`config.mk`:
```
export PLATFORM = sky130hd
export DESIGN_NAME = four_to_one_mux_arbiter_flat
export DESIGN_NICKNAME = d
export VERILOG_FILES = /design/src/rtl/four_to_one_mux_arbiter_if.sv /design/src/rtl/four_to_one_mux_arbiter.sv /design/src/flat_wrapper.sv
export SDC_FILE = /design/constraint.sdc
export NUM_CORES = 1
export LEC_CHECK = 0
export ABC_AREA = 1
export CELL_PAD_IN_SITES_DETAIL_PLACEMENT = 2
export CELL_PAD_IN_SITES_GLOBAL_PLACEMENT = 2
export CORE_AREA = 2 2 108 68
export DETAILED_ROUTE_END_ITERATION = 8
export DIE_AREA = 0 0 110 70
export PLACE_DENSITY = 0.82
export SLEW_MARGIN = 0
export SYNTH_ARGS = -nofsm -noshare
export SYNTH_HDL_FRONTEND = slang
export SYNTH_SLANG_ARGS = --single-unit
```
`constraint.sdc`:
```
create_clock -name clk -period 3.4 [get_ports clk]
set_clock_uncertainty 0.2 [all_clocks]
set_input_delay 0.68 -clock clk [delete_from_list [all_inputs] [get_ports clk]]
set_output_delay 0.68 -clock clk [all_outputs]
set_load 0.03 [all_outputs]
```
`src/rtl/four_to_one_mux_arbiter_if.sv`:
```
// Bundle of the four input channels and the single output stream of the 4:1 arbiter.
interface four_to_one_mux_arbiter_if #(parameter int WIDTH = 8);
  logic [WIDTH-1:0] in0, in1, in2, in3;
  logic [3:0]       in_valid;
  logic [3:0]       in_last;
  logic [3:0]       in_ready;
  logic [WIDTH-1:0] out_data;
  logic [1:0]       out_sel;
  logic             out_last;
  logic             out_valid;
  logic             out_ready;

  modport master (
    output in0, in1, in2, in3, in_valid, in_last, out_ready,
    input  in_ready, out_data, out_sel, out_last, out_valid
  );

  modport slave (
    input  in0, in1, in2, in3, in_valid, in_last, out_ready,
    output in_ready, out_data, out_sel, out_last, out_valid
  );
endinterface

```
`src/rtl/four_to_one_mux_arbiter.sv`:
```
// Round-robin 4:1 stream merger with packet locking and a single registered output slot.
// Optional output beat counter enabled by defining MUX_BEAT_COUNT_EN.
//
// state | meaning
// ARB   | round-robin search starting after last_grant
// LOCK  | mid-packet, only lock_ch may transfer until its in_last beat
module four_to_one_mux_arbiter #(
  parameter int WIDTH = 8
) (
  input  logic                      clk,
  input  logic                      reset,
  four_to_one_mux_arbiter_if.slave  bus
`ifdef MUX_BEAT_COUNT_EN
  ,
  output logic [15:0]               beat_count
`endif
);

  typedef enum logic {ARB, LOCK} state_t;

  state_t           state, next_state;
  logic [1:0]       last_grant, last_grant_nxt;
  logic [1:0]       lock_ch, lock_ch_nxt;
  logic [1:0]       grant_idx;
  logic [1:0]       cand;
  logic             grant_hit;
  logic             free;
  logic             xfer;
  logic [WIDTH-1:0] sel_data;

  always_comb begin
    grant_hit      = 1'b0;
    grant_idx      = 2'd0;
    cand           = 2'd0;
    next_state     = state;
    last_grant_nxt = last_grant;
    lock_ch_nxt    = lock_ch;
    sel_data       = '0;

    if (state == LOCK) begin
      grant_hit = bus.in_valid[lock_ch];
      grant_idx = lock_ch;
    end else begin
      // first valid channel after last_grant, wrapping naturally in 2 bits
      for (int unsigned i = 1; i <= 4; i++) begin
        cand = last_grant + 2'(i);
        if (!grant_hit && bus.in_valid[cand]) begin
          grant_hit = 1'b1;
          grant_idx = cand;
        end
      end
    end

    free         = !bus.out_valid || bus.out_ready;
    xfer         = grant_hit && free;
    bus.in_ready = xfer ? (4'b0001 << grant_idx) : 4'b0000;

    if (xfer) begin
      if (bus.in_last[grant_idx]) begin
        next_state     = ARB;
        last_grant_nxt = grant_idx;
      end else begin
        next_state  = LOCK;
        lock_ch_nxt = grant_idx;
      end
    end

    case (grant_idx)
      2'd0:    sel_data = bus.in0;
      2'd1:    sel_data = bus.in1;
      2'd2:    sel_data = bus.in2;
      default: sel_data = bus.in3;
    endcase
  end

  always_ff @(posedge clk or posedge reset) begin
    if (reset) begin
      state      <= ARB;
      last_grant <= 2'd3;
      lock_ch    <= 2'd0;
    end else begin
      state      <= next_state;
      last_grant <= last_grant_nxt;
      lock_ch    <= lock_ch_nxt;
    end
  end

  // A fill replaces the slot even while it drains; only the valid flag clears on a bare drain.
  always_ff @(posedge clk or posedge reset) begin
    if (reset) begin
      bus.out_valid <= 1'b0;
      bus.out_data  <= '0;
      bus.out_sel   <= 2'd0;
      bus.out_last  <= 1'b0;
    end else if (xfer) begin
      bus.out_valid <= 1'b1;
      bus.out_data  <= sel_data;
      bus.out_sel   <= grant_idx;
      bus.out_last  <= bus.in_last[grant_idx];
    end else if (bus.out_ready) begin
      bus.out_valid <= 1'b0;
    end
  end

`ifdef MUX_BEAT_COUNT_EN
  always_ff @(posedge clk or posedge reset) begin
    if (reset) begin
      beat_count <= 16'd0;
    end else if (bus.out_valid && bus.out_ready) begin
      beat_count <= beat_count + 16'd1;
    end
  end
`endif

endmodule

```
`src/flat_wrapper.sv`:
```
// flat-port wrapper written by rule: the top's interface ports become plain ports
module four_to_one_mux_arbiter_flat 
#(
  parameter int WIDTH = 8
)
  (clk, reset, bus_in0, bus_in1, bus_in2, bus_in3, bus_in_valid, bus_in_last, bus_out_ready, bus_in_ready, bus_out_data, bus_out_sel, bus_out_last, bus_out_valid);
  four_to_one_mux_arbiter_if #(.WIDTH(WIDTH)) bus_i ();
  input  logic clk;
  input  logic reset;
  input wire logic [$bits(bus_i.in0)-1:0] bus_in0;
  input wire logic [$bits(bus_i.in1)-1:0] bus_in1;
  input wire logic [$bits(bus_i.in2)-1:0] bus_in2;
  input wire logic [$bits(bus_i.in3)-1:0] bus_in3;
  input wire logic [$bits(bus_i.in_valid)-1:0] bus_in_valid;
  input wire logic [$bits(bus_i.in_last)-1:0] bus_in_last;
  input wire logic [$bits(bus_i.out_ready)-1:0] bus_out_ready;
  output wire logic [$bits(bus_i.in_ready)-1:0] bus_in_ready;
  output wire logic [$bits(bus_i.out_data)-1:0] bus_out_data;
  output wire logic [$bits(bus_i.out_sel)-1:0] bus_out_sel;
  output wire logic [$bits(bus_i.out_last)-1:0] bus_out_last;
  output wire logic [$bits(bus_i.out_valid)-1:0] bus_out_valid;
  assign bus_i.in0 = bus_in0;
  assign bus_i.in1 = bus_in1;
  assign bus_i.in2 = bus_in2;
  assign bus_i.in3 = bus_in3;
  assign bus_i.in_valid = bus_in_valid;
  assign bus_i.in_last = bus_in_last;
  assign bus_i.out_ready = bus_out_ready;
  assign bus_in_ready = bus_i.in_ready;
  assign bus_out_data = bus_i.out_data;
  assign bus_out_sel = bus_i.out_sel;
  assign bus_out_last = bus_i.out_last;
  assign bus_out_valid = bus_i.out_valid;
  four_to_one_mux_arbiter #(.WIDTH(WIDTH)) u_core (.clk(clk), .reset(reset), .bus(bus_i));
endmodule
```
==> metrics <==
worst path bufs/invs 4; Top delay family on crit path simple AND/OR/NAND/NOR gates; Tcrit/Tclk final 94.4%; Finished Layout Cells 383; EDFF count, synth 0; Power Internal 1.13 mW; Starting Density 20.1%; cell with the most instances after synthesis nand2_1; Setup TNS Final 0 ns; share of the synthesized area in the top cell type 27.2%; Sw Ratio 56.1%; VDD IR-drop max 0.366 mV; via count 1650; CTS Sinks 17; design area 2190 um2; Clock Path Buffers 2; Die Y 70 um; post-synth top area cell dfrtp_1; fin crit period 3.21 ns; DR pass1 iterations 4; share of the core filled with cells 31.9%; Vias/cell 4.31; layout cell share with drive strength beyond 1 17.5%; Hold Buf Count CTS 0; PwrDens 1180 nW/um2; DRC viols 0; CTS tree done; Fin. Hold Viols 0; floorplan row count 24; ys async rst share 100%; DRT iter0 DRCs 95; Most used DFF post-synth dfrtp_1; worst-path cell chain inv_6 > nand2_1 > nand2_1 > nand2_2 > nand2_2 > nor2_4 > nand3_1 > nand2_1 > inv_1 > nand2_2 > nand2_4 > inv_4 > nand2_1 > nor2_2 > buf_6; initial antenna violation count 0; crit-path max cell delay 0.62 ns; drt wl/cell 13.6 um; vias in the first global route 1660; DP Area 2070 um2; TritonCTS Buffers 3; die width 110 um; total congestion overflow 0; I/O Pins 59; worst path arrival time 2.33 ns; Final Max Slew Viols 0; Slew HR 55.0%; Max Freq 312 MHz; hold crit path type reg2reg; Logic pwr share 78.1%; Syn Area/Cell 6.13 um2; Total Wirelength 5190 um; IO Port Bufs 58; Lkg Pwr 1.10 nW; largest net degree at the start of global routing 18; worst skew pair latency 0.25 ns; clock slew at reported path FFs 0.07 ns; CP Capture Type output pin; synth warn 0; CTS root buf clkbuf_8; most area-consuming cells after synthesis dfrtp_1, nand2_1, nand3_1, nor2_1, inv_1; Worst Max-Slew Pin Slew 0.674 ns; slowest stage cell, crit path dfstp_2; die area 7700 um2; Worst EP required 2.52 ns; Core Region 6880 um2; CTS H-Tree Depth 1; Detail Route Antenna Nets 0; Final GP Congestion 0.802; Switch Pwr 1.45 mW; Area growth, synth to finish 58.7%; status finished, final reports clean; Total Power 2.58 mW; Setup-failing EPs final 0; Max-Cap Viols 0; ant diodes 0; crit path kind reg2out; synth cell count leaders nand2_1, nor2_1, nand3_1; synthesized flop and latch total 17; Startpoint Class register; CP max FO 10; Most Frequent Cell on Critical Path nand2_1; sequential share of power 15.9%; syn_nets 268; dpl hpwl 4280 um; Cells after Synth 225; power share of the clock group 6.1%; Post-Syn Area 1380 um2; register area share after synthesis 31.0%; Total GRT Usage 13.9%; Post-Place Cells 375; first-pass GRT wire length 8460 um; Final nets 336; post-synthesis cell type count 25
layout by cell type (no fill, tap or decap), types with 3 or more instances in the layout:
cell type and count:
nor2_2 4, inv_1 16, nor2_1 27, buf_4 13, nand2_1 88, nand2_2 10, o21ai_0 6, clkdlybuf4s50_1 50
dlymetal6s2s_1 4, clkbuf_8 3, nand3_1 27, inv_2 4, nand2_4 3, dfrtp_1 15, o21ai_1 4
per-stage QoR:
stage          setup slack [ns]  hold slack [ns]
2_1_floorplan             0.194            0.283
5_1_grt                 -0.0116            0.330
4_1_cts                 0.00388            0.291
3_5_place_dp            -0.0297            0.273
3_3_place_gp            -0.0410            0.263
6_report                  0.192            0.289
repair_timing:
item | CTS | global route
gates resized for setup | 3 | 8
buffers inserted | 0 | 4
pin swaps | 0 | 4
endpoints found under the setup margin | 2 | 4
final timing paths:
kind,startpoint,to,slack (ns),cells past startpoint
max,u_core.last_grant[0],bus_in_ready[3],0.19,15
min in group asynchronous,reset,u_core.bus.out_valid,0.62,2
min,u_core.bus.out_data[5],u_core.bus.out_data[5],0.29,2
max in group asynchronous,reset,u_core.bus.out_data[0],1.95,2
max reg2reg,u_core.last_grant[0],u_core.bus.out_data[6],0.76,17
min reg2reg,u_core.bus.out_data[5],u_core.bus.out_data[5],0.29,2
flip-flops by register name, summed over array words and instances, names as in the netlist:
signal                cells
u_core.bus.out_data       8
u_core.bus.out_last       1
u_core.bus.out_sel        2
u_core.bus.out_valid      1
u_core.last_grant         2
u_core.lock_ch            2
u_core.state              1
final cells by class:
type	instances	area, um2
flip-flops and latches	17	428
inverters	23	98.8
clock inverters	1	5.00
fillers	821	4690
well taps	91	114
clock buffers	3	41.3
repair buffers	69	679
multi-input cells	179	825
per-layer routing:
layer	track usage, %	vias up	routed length (um)
met4	1.69	0	19
met1	22.5	779	2860
met2	19.0	32	2120
met3	2.80	2	195
met5	0	-	0
li1	-	837	-
power groups by stage:
stage               clock [mW]  combinational, mW  sequential [mW]
global placement             0               1.86            0.424
global route             0.173               2.28            0.424
floorplan                    0               1.22            0.514
finish                   0.156               2.02            0.410
CTS                      0.162               1.96            0.424
detailed placement           0               1.92            0.426
worst register-to-register path: cells and delay by family, from the launching register on:
family,cells,cell delay [ns]
simple gates,14,1.30
flops,1,0.62
buf+inv,3,0.47
logic make-up after synthesis:
logic type      count (synthesis)  share of synthesized area, %
simple gates                  165                          53.0
buf+inv                        29                          10.3
flops                          17                          31.0
compound gates                 14                          5.62
(Power assumes the default switching activity.)
